--- config.mk ---
export PLATFORM = sky130hd
export DESIGN_NAME = seq_detector_prog
export DESIGN_NICKNAME = d
export VERILOG_FILES = /design/src/rtl/seq_det_pkg.sv /design/src/rtl/sat_counter.sv /design/src/rtl/seq_detector_prog.sv
export SDC_FILE = /design/constraint.sdc
export NUM_CORES = 1
export LEC_CHECK = 0
export CAP_MARGIN = 20
export CORE_ASPECT_RATIO = 1.4
export CORE_MARGIN = 4
export CORE_UTILIZATION = 48
export DETAILED_ROUTE_END_ITERATION = 12
export GPL_ROUTABILITY_DRIVEN = 0
export HOLD_SLACK_MARGIN = 0.05
export PLACE_DENSITY = 0.73
export REMOVE_ABC_BUFFERS = 1
export SLEW_MARGIN = 10
export SYNTH_ARGS = -nofsm -noshare
export SYNTH_HDL_FRONTEND = slang
export SYNTH_HIERARCHICAL = 1
export SYNTH_SLANG_ARGS = --single-unit
--- constraint.sdc ---
create_clock -name clk -period 3.58 [get_ports clk]
set_input_delay 0.716 -clock clk [delete_from_list [all_inputs] [get_ports clk]]
set_output_delay 0.716 -clock clk [all_outputs]
set_load 0.03 [all_outputs]
--- src/rtl/seq_det_pkg.sv ---
// rtl/seq_det_pkg.sv - shared constants and types for the programmable sequence detector
//
// Purpose : width helper, power-on pattern defaults and overlap-mode encoding
//           used by seq_detector_prog and its bench.
// Ports   : none (package).

package seq_det_pkg;

   // Width needed to hold a length value in the range 0..max_len inclusive.
   function automatic int len_w(input int max_len);
      return $clog2(max_len + 1);
   endfunction

   localparam int          DEF_MAX_LEN = 8;
   localparam int          DEF_LEN_W   = len_w(DEF_MAX_LEN);

   // Power-on pattern 11011 (first received bit is bit RST_LEN-1).
   localparam logic [31:0] DEF_RST_PAT = 32'b0001_1011;
   localparam int          DEF_RST_LEN = 5;

   typedef enum logic {
      OVL_OFF = 1'b0,
      OVL_ON  = 1'b1
   } ovl_mode_e;

endpackage

--- src/rtl/sat_counter.sv ---
// rtl/sat_counter.sv - saturating up-counter with clear-over-increment priority
//
// Purpose : counts single-cycle increment requests, sticking at all-ones.
// Ports   : clk   - clock, rising edge
//           reset - asynchronous active-high reset, q -> 0
//           inc   - increment request
//           clr   - synchronous clear, wins over inc in the same cycle
//           q     - current count (W bits)

module sat_counter #(
   parameter int W = 8
) (
   input  logic         clk,
   input  logic         reset,
   input  logic         inc,
   input  logic         clr,
   output logic [W-1:0] q
);

   always_ff @(posedge clk or posedge reset) begin
      if (reset) begin
         q <= '0;
      end else if (clr) begin
         q <= '0;
      end else if (inc && (q != '1)) begin
         q <= q + W'(1);
      end
   end

endmodule

--- src/rtl/seq_detector_prog.sv ---
// rtl/seq_detector_prog.sv - runtime-programmable Moore serial sequence detector
//
// Purpose : hunts for a loadable pattern (1..MAX_LEN bits) in a valid-qualified
//           serial stream, with overlapping or non-overlapping detection,
//           a registered one-cycle match pulse and a saturating match counter.
// Ports   : clk       - clock, rising edge
//           reset     - asynchronous active-high reset
//           in        - serial data bit
//           in_valid  - in is sampled only when high
//           overlap   - 1 = overlapping detection, 0 = non-overlapping
//           pat_load  - load pat_in/len_in this cycle (has priority over data)
//           pat_in    - new pattern, bit len-1 received first, bit 0 last
//           len_in    - new pattern length (0 -> 1, >MAX_LEN -> MAX_LEN)
//           y         - registered match pulse
//           match_cnt - saturating count of matches
//           clr_cnt   - synchronous clear of match_cnt
//           busy_fill - number of valid history bits currently held

module seq_detector_prog
   import seq_det_pkg::*;
#(
   parameter int                 MAX_LEN = 8,
   parameter int                 CNT_W   = 8,
   parameter logic [MAX_LEN-1:0] RST_PAT = MAX_LEN'(DEF_RST_PAT),
   parameter int                 RST_LEN = DEF_RST_LEN
) (
   input  logic                         clk,
   input  logic                         reset,
   input  logic                         in,
   input  logic                         in_valid,
   input  logic                         overlap,
   input  logic                         pat_load,
   input  logic [MAX_LEN-1:0]           pat_in,
   input  logic [len_w(MAX_LEN)-1:0]    len_in,
   output logic                         y,
   output logic [CNT_W-1:0]             match_cnt,
   input  logic                         clr_cnt,
   output logic [len_w(MAX_LEN)-1:0]    busy_fill
);

   localparam int LEN_W = len_w(MAX_LEN);

   logic [MAX_LEN-1:0] hist_q, hist_d, hist_shift;
   logic [MAX_LEN-1:0] pat_q, pat_d;
   logic [MAX_LEN-1:0] len_mask;
   logic [LEN_W-1:0]   len_q, len_d, len_clamped;
   logic [LEN_W-1:0]   fill_q, fill_d;
   logic [LEN_W:0]     fill_inc;
   logic               y_q, y_d;
   logic               accept, fill_ok, pat_ok, match;

   // ------------------------------------------------------------------
   // Datapath helpers
   // ------------------------------------------------------------------
   assign accept     = in_valid & ~pat_load;
   assign hist_shift = {hist_q[MAX_LEN-2:0], in};

   // One extra bit so fill+1 never wraps when fill already equals len.
   assign fill_inc   = {1'b0, fill_q} + (LEN_W+1)'(1);
   assign fill_ok    = (fill_inc >= {1'b0, len_q});

   // Only the low len bits of history and pattern take part in the compare.
   always_comb begin
      len_mask = '0;
      for (int i = 0; i < MAX_LEN; i++) begin
         len_mask[i] = (i < int'(len_q));
      end
   end

   assign pat_ok = (((hist_shift ^ pat_q) & len_mask) == '0);
   assign match  = accept & fill_ok & pat_ok;

   always_comb begin
      len_clamped = len_in;
      if (len_in == '0) begin
         len_clamped = LEN_W'(1);
      end else if (len_in > LEN_W'(MAX_LEN)) begin
         len_clamped = LEN_W'(MAX_LEN);
      end
   end

   // ------------------------------------------------------------------
   // State register
   // ------------------------------------------------------------------
   always_ff @(posedge clk or posedge reset) begin
      if (reset) begin
         hist_q <= '0;
         pat_q  <= RST_PAT;
         len_q  <= LEN_W'(RST_LEN);
         fill_q <= '0;
         y_q    <= 1'b0;
      end else begin
         hist_q <= hist_d;
         pat_q  <= pat_d;
         len_q  <= len_d;
         fill_q <= fill_d;
         y_q    <= y_d;
      end
   end

   // ------------------------------------------------------------------
   // Next-state logic
   // ------------------------------------------------------------------
   always_comb begin
      hist_d = hist_q;
      pat_d  = pat_q;
      len_d  = len_q;
      fill_d = fill_q;
      y_d    = 1'b0;

      if (pat_load) begin
         // A new pattern invalidates everything collected so far.
         pat_d  = pat_in;
         len_d  = len_clamped;
         hist_d = '0;
         fill_d = '0;
      end else if (accept) begin
         hist_d = hist_shift;
         y_d    = match;
         if (match && (ovl_mode_e'(overlap) == OVL_OFF)) begin
            // Non-overlapping: the matched bits are consumed.
            fill_d = '0;
         end else if (fill_inc > {1'b0, len_q}) begin
            fill_d = len_q;
         end else begin
            fill_d = fill_inc[LEN_W-1:0];
         end
      end
   end

   // ------------------------------------------------------------------
   // Output logic (Moore: outputs depend only on registered state)
   // ------------------------------------------------------------------
   always_comb begin
      y         = y_q;
      busy_fill = fill_q;
   end

   // The count advances on the same edge that registers y, so match_cnt
   // already includes a match while its y pulse is high.
   sat_counter #(
      .W (CNT_W)
   ) u_match_cnt (
      .clk   (clk),
      .reset (reset),
      .inc   (match),
      .clr   (clr_cnt),
      .q     (match_cnt)
   );

endmodule

* Yosys cells after proc, flatten, opt, wreduce, memory -nomap -nowiden
Index checks and enable logic that the tools add are counted.
Cells by class: add/sub/neg operators 2, $lt $le $gt $ge 11, equality and inequality tests 1, mux-type cells 12, bitwise gates (word level) 7, reductions and logical operators 6
Operators with widths (number):
- two-way mux 4 bit | 6
- less-than comparator 3 x 4 -> 1 bit (first input constant) | 4
- two-way mux 8 bit | 2
- two-way mux 7 bit | 2
- adder 8 x 1 -> 8 bit (second input constant) | 1
- AND 8 bit | 1
- logical NOT 8 bit | 1
- less-than comparator 1 x 4 -> 1 bit (first input constant) | 2
- less-than comparator 2 x 4 -> 1 bit (first input constant) | 2
- inequality test 8 bit (second input constant) | 1
- bitwise XOR 8 bit | 1
- adder 4 x 1 -> 5 bit (second input constant) | 1
- >= comparator 5 x 4 -> 1 bit | 1
- > comparator 5 x 4 -> 1 bit | 1
- > comparator 4 bit (second input constant) | 1
- logical NOT 4 bit | 1
- nonzero test 2 bit | 2
- AND 1 bit | 3
- logical AND 1 bit | 2
- two-way mux 1 bit | 2
- NOT 1 bit | 2
Word-level totals: register bits 32, input bits 19, output and inout port bits 13, logic and storage cells 45

* Logic depth before layout (Yosys ltp)
Gate-level depths: netlist of the first run.
word-level depth 8, gate-level depth with buffers 10, gate-level depth less buffers 10

* By module
Netlist of the first run, hierarchy kept.
Modules (own cells, without submodules):
- seq_detector_prog | times used 1, cells an instance 124, area each 1381.3 µm², sequential area each 608.1 µm²
- sat_counter | times used 1, cells an instance 49, area each 504.2 µm², sequential area each 200.2 µm²

* Least setup slack after synthesis of the first run
OpenSTA, ideal clock, no wires.
kind reg-to-reg, start reg fill_q[0] (netlist: busy_fill[0]), end reg u_match_cnt.q[5], setup time 0.125 ns, data arrival time 2.938 ns, data required time 3.455 ns, path slack 0.517 ns, stages on the path, launching flop included 11, buffers on the path 0, period minus slack after synthesis 3.063 ns, path through dfrtp_1 > ha_1 > xor2_1 > ha_1 > nand3_1 > nor3_1 > o211ai_2 > a211oi_1 > nand4_1 > a211oi_2 > mux2_4
On the way: cells in the longest elaborated chain, start to end 6
Ends and longest elaborated chain:
- start: declaration | line seq_detector_prog.sv:47 | logic [LEN_W-1:0] fill_q, fill_d;
- start signal: assignment | line seq_detector_prog.sv:96 | fill_q <= fill_d;
- adder 4 x 1 -> 5 bit | line seq_detector_prog.sv:59 | assign fill_inc = {1'b0, fill_q} + (LEN_W+1)'(1);
- >= comparator 5 x 4 -> 1 bit | line seq_detector_prog.sv:60 | assign fill_ok = (fill_inc >= {1'b0, len_q});
- AND 1 bit (2 in a row) | line seq_detector_prog.sv:71 | assign match = accept & fill_ok & pat_ok;
- via match | line seq_detector_prog.sv:50 | logic accept, fill_ok, pat_ok, match;
- logical AND 1 bit | line sat_counter.sv:25 | end else if (inc && (q != '1)) begin
- nonzero test 2 bit (no source line)
- end signal: assignment | line sat_counter.sv:26 | q <= q + W'(1);
- end: declaration | line sat_counter.sv:17 | output logic [W-1:0] q
The timed path passes the listed nets, and every way through them passes these cells. A chain may end at the register's enable or synchronous reset.

* Worst setup path after layout of the first run
Same ends and word-level chain as after synthesis.

==> metrics, run 1 <==
Max FO, Critical Path 6; total chip power 992 uW; WP data required 3.75 ns; final instance area 0.00233 sq mm; sequential power share 42.3%; Arrival @ worst endpoint 3.23 ns; Synth Area per Inst 10.9 sq um; yosys warns 6; GR Util All Layers 18.0%; R2R Setup Slk 0.52 ns; Max-slew headroom 39.1%; Fmax achieved 327 MHz; met1 WL 1.62 mm; status finished clean; Die Ht 82.2 microns; cell count after synthesis 173; DP Wirelength 3.10 mm; Synth Flop Type dfrtp_1; min setup slack post-route 0.518 ns; final-report hold violation count 0; Post-CTS Setup Bufs 0; Reg2Reg Depth 11; vias in the first global route 1469; maxcap violations 0; DR WL met3 164 microns; final setup vio count 0; Setup crit end kind flop; Clock Tree Root clkbuf_8; DP Cell Count 243; Psw 305 uW; placed cell area 0.00224 sq mm; Core Rows 26; CTS Hold Bufs 0; Synth area leaders dfrtp_1, dfstp_2, mux2i_1; Leak 1.04 nW; Switching Share 30.8%; Hold Path Stages 1; vias post-DR 1431; clock skew 0.00727 ns; most numerous cell in the Yosys netlist dfrtp_1; commonest cells in the netlist dfrtp_1, nor2_1, mux2i_1, mux2_2, nand2_1; antenna violations before repair 0; combinational power share 28.7%; Core Region 0.00371 sq mm; final slew viol count 0; largest net degree at the start of global routing 27; I/O Pins 32; synth unique cells 48; RSZ-0062 raised after global routing no; met2 wire length 2.18 mm; pwr dens 425 mW/mm^2; worst hold-check path type flop to flop; post-CTS resize count 0; WL per Instance 16.0 microns; Detailed Routing Iterations Pass 1 4; kind of launch point of the worst setup path flop; TNS Setup 0 ns; Synth async-reset ratio 100%; Port Buffer Count 31; mapped cell area 0.00189 sq mm; GRT Residual Overflow 0; Slew @ Worst Pin 0.913 ns; Die ar. 0.00501 sq mm; Skew-Pair Late Insertion Delay 0.28 ns; DRC Markers 0; Post-Layout Cell Count 251; CTS max path bufs 2; share of layout cells above drive strength 1 18.7%; WHS 0.529 ns; P_int 687 uW; crit path kind flop to flop; Setup WS pre-CTS 0.556 ns; global-route wire length before repair 6.71 mm; peak supply drop 0.426 mV; post-synthesis sequential area ratio 42.9%; Post-synth EDFFs 0; top-area cell type share of the netlist area 34.5%; CTS sink cnt 32; routed wire length 4.03 mm; 1st-iter DRT viols 69; fin crit share 85.5%; highest metal used met4; die extent in x 61.0 microns; Initial Utilization 50.8%; final core occ 62.9%; final critical-path required period 3.06 ns; post-synth top area cell dfrtp_1; clock share of power 29.0%; Final nets 233; Clock transition at path regs 0.07 ns; Area growth, synth to finish 23.6%; Final ANT Viol Nets 0; Ant. Diodes 0; number of CTS-inserted buffers 5; Yosys reg bits 32; drt via density 5.70; CTS tree built; H-tree Lvls 2
==> cells by family (layout without fill, tap and decap cells) <==
| logic type | count (synthesis) | after routing | share of synthesized area [%] |
|---|---|---|---|
| AOI/OAI and AO/OA | 31 | 31 | 14.1 |
| DFF | 32 | 32 | 42.9 |
| buffers and inverters | 13 | 49 | 2.99 |
| adders and majority gates | 6 | 6 | 3.98 |
| muxes | 26 | 26 | 15.7 |
| and+or+nand+nor | 55 | 55 | 15.7 |
| xor gates and xnor gates | 10 | 10 | 4.65 |
==> worst paths after layout <==
check,startpoint,endpoint
setup / recovery,busy_fill[0],u_match_cnt/q[5]
hold reg to reg,pat_q[2],pat_q[2]
hold / removal,pat_q[2],pat_q[2]
max in group asynchronous,reset,hist_q[2]
setup reg to reg,busy_fill[0],u_match_cnt/q[5]
min in group asynchronous,reset,u_match_cnt/q[3]
==> sequential cells by signal, indices dropped and copies added, names as in the netlist <==
name	count
u_match_cnt/q	8
busy_fill	4
len_q	4
y	1
pat_q	8
hist_q	7
==> power groups by stage <==
| stage | Sequential, mW | Clock (mW) | Combinational, mW |
|---|---|---|---|
| after floorplan | 0.439 | 0 | 0.178 |
| after global placement | 0.424 | 0 | 0.273 |
| after detailed placement | 0.426 | 0 | 0.284 |
| after CTS | 0.420 | 0.295 | 0.285 |
| after global routing | 0.423 | 0.317 | 0.308 |
| final | 0.420 | 0.287 | 0.285 |
==> cell type report <==
class | instances | area (sq um)
well taps | 42 | 52.6
flip-flops and latches | 32 | 808
multi-input cells | 128 | 1020
clock buffers | 8 | 90.1
repair buffers | 34 | 333
inverters | 7 | 26.3
fillers | 328 | 1380
==> layer usage <==
| metal | global-route usage, % | up-vias |
|---|---|---|
| met4 | 6.07 | 0 |
| met3 | 4.82 | 5 |
| met1 | 19.9 | 705 |
| met2 | 32.7 | 34 |
| li1 | - | 687 |
| met5 | 0 | - |
==> cell usage in the layout, fill, tap and decap left out, types with 4 or more instances in the layout <==
cell / Yosys / layout
clkdlybuf4s50_1: 0 / 31
dfrtp_1: 26 / 26
nor2_1: 17 / 17
mux2i_1: 12 / 12
mux2_2: 9 / 9
nand2_1: 8 / 8
inv_1: 7 / 7
xor2_1: 7 / 7
ha_1: 6 / 6
clkbuf_8: 0 / 6
dfstp_2: 6 / 6
nand2b_1: 5 / 5
nor2b_1: 5 / 5
a21oi_1: 5 / 5
mux2_4: 5 / 5
nand3_1: 4 / 4
==> critical path, cell delays in order, from the launching register on <==
cell and delay (ns):
dfrtp_1 0.45, ha_1 0.28, xor2_1 0.18, ha_1 0.30, nand3_1 0.14, nor3_1 0.26
o211ai_2 0.14, a211oi_1 0.23, buf_4 0.16, nand4_1 0.20, a211oi_2 0.29, mux2_4 0.32
No activity file was read; power rests on OpenSTA's default activity.
==> run 2, diff against run 1 <==
--- a/config.mk
+++ b/config.mk
@@ -6,7 +6,6 @@
 export NUM_CORES = 1
 export LEC_CHECK = 0
 export CAP_MARGIN = 20
-export CORE_ASPECT_RATIO = 1.4
 export CORE_MARGIN = 4
 export CORE_UTILIZATION = 48
 export DETAILED_ROUTE_END_ITERATION = 12
==> constraint.sdc (replaced) <==
create_clock -name clk -period 3.3 [get_ports clk]
set_input_delay 0.66 -clock clk [delete_from_list [all_inputs] [get_ports clk]]
set_output_delay 0.66 -clock clk [all_outputs]
set_load 0.03 [all_outputs]
==> run 2 against run 1 <==
Effect of this change:
- design area down 0.21%
- total power up 3.4%
- routed wire length down 7.5%
- worst setup slack worse by 0.25 ns
- critical endpoint unchanged
==> metrics, run 2 (synthesis results as in run 1) <==
CP delay by family, top compound AO/OA/AOI/OAI gates; crit path kind flop to flop; pwr dens 441 mW/mm^2; worst hold-check path type flop to flop; Port Buffer Count 31; die extent in x 70.7 microns; Detailed Routing Iterations Pass 1 4; multi-input logic area 0.00102 sq mm; Clock Tree Root clkbuf_8; Fmax achieved 330 MHz; TNS Setup 0 ns; largest net degree at the start of global routing 27; CP bufs+invs 0; share of layout cells above drive strength 1 18.8%; routed wire length 3.72 mm; Max-slew headroom 41.3%; status finished clean; Slew @ Worst Pin 0.880 ns; Reg2Reg Depth 10; peak supply drop 0.258 mV; Initial Utilization 50.7%; Core Rows 22; vias post-DR 1408; kind of launch point of the worst setup path flop; CTS Hold Bufs 0; Ant. Diodes 0; final slew viol count 0; DP Wirelength 2.94 mm; Post-Layout Cell Count 256; endpoint of the lowest-slack register-to-register path u_match_cnt/q[5]; most common cell after layout, fill and taps aside clkdlybuf4s50_1; Crit path top cell by count ha_1; Skew-Pair Late Insertion Delay 0.27 ns; Arrival @ worst endpoint 3.18 ns; I/O Pins 32; post-CTS resize count 0; RSZ-0062 raised after global routing no; final setup vio count 0; Regs by FF count pat_q: 8 flops, u_match_cnt/q: 8 flops, hist_q: 7 flops; 1st-iter DRT viols 95; CTS sink cnt 32; most frequent cells in the layout clkdlybuf4s50_1, dfrtp_1, nor2_1; Final nets 233; fin crit share 91.9%; slowest CP cell dfrtp_1; Hold Path Stages 1; antenna violations before repair 0; number of CTS-inserted buffers 5; CTS tree built; Die ar. 0.00499 sq mm; WL per Instance 14.5 microns; final critical-path required period 3.03 ns; crit-path max cell delay 0.46 ns; WP data required 3.45 ns; Fill cells 312; drt via density 5.50; end of the worst hold path pat_q[7]; CTS max path bufs 2; FF+latch area 808 sq um; Leak 1.04 nW; R2R Setup Slk 0.27 ns; Max FO, Critical Path 6; Area growth, synth to finish 23.4%; hold path start pat_q[7]; vias in the first global route 1439; maxcap violations 0; DRC Markers 0; global-route wire length before repair 6.47 mm; Critical R2R Launch busy_fill[0]; clock skew 0.00827 ns; Final ANT Viol Nets 0; H-tree Lvls 2; Clock transition at path regs 0.06 ns; DP Cell Count 249; Setup crit end kind flop; GRT Residual Overflow 0; final-report hold violation count 0; critical path, cell by cell ha_1 -> xor2_1 -> ha_1 -> nand3_1 -> nor3_1 -> o211ai_2 -> a211oi_1 -> nand4_1 -> a211oi_2 -> mux2_4; Die Ht 70.7 microns; GR Util All Layers 16.2%; Post-CTS Setup Bufs 0; Core Region 0.00372 sq mm
==> run 2: changes by cell type in the layout (fill, tap and decap cells not counted) <==
cell	before	now
clkbuf_1	2	1
clkinv_2	0	1
clkbuf_8	6	5
==> run 2: layer usage <==
layer	GRT usage (%)	up-vias	wire, microns
met5	0	-	0
met4	7.72	0	84
met3	3.41	8	145
met2	26.7	30	1820
met1	20.2	681	1670
li1	-	689	-
==> run 2: per-stage QoR <==
step | setup WS [ns] | util (%) | hold slack [ns] | power, mW | instance area [sq um]
2_1_floorplan | 0.237 | - | 0.476 | 0.670 | 1860
3_3_place_gp | 0.425 | 60.5 | 0.518 | 0.757 | 2250
3_5_place_dp | 0.331 | 60.5 | 0.522 | 0.766 | 2250
4_1_cts | 0.291 | 62.6 | 0.536 | 1.04 | 2330
5_1_grt | 0.0609 | 62.6 | 0.563 | 1.09 | 2330
6_report | 0.268 | 62.6 | 0.532 | 1.03 | 2330
==> run 2: where the power goes <==
group / internal, mW / switching, mW
Sequential: 0.425 / 0.0332
Clock: 0.143 / 0.124
Combinational: 0.149 / 0.151
Total: 0.717 / 0.308
==> run 2: worst max path at each step <==
stage	from	endpoint	slack (ns)	cells past startpoint
3_3_place_gp	busy_fill[0]	u_match_cnt/q[5]	0.43	10
2_1_floorplan	busy_fill[0]	u_match_cnt/q[5]	0.24	10
6_report	busy_fill[0]	u_match_cnt/q[5]	0.27	10
3_5_place_dp	busy_fill[0]	u_match_cnt/q[5]	0.33	10
5_1_grt	busy_fill[0]	u_match_cnt/q[5]	0.06	10
4_1_cts	busy_fill[0]	u_match_cnt/q[5]	0.29	10
==> run 2: layout make-up <==
type | instances | share of cell area (%)
clock buffers | 6 | 3.12
clock inverters | 1 | 0.215
inverters | 7 | 1.13
multi-input cells | 128 | 43.9
flip-flops and latches | 32 | 34.7
well taps | 48 | 2.58
repair buffers | 34 | 14.3
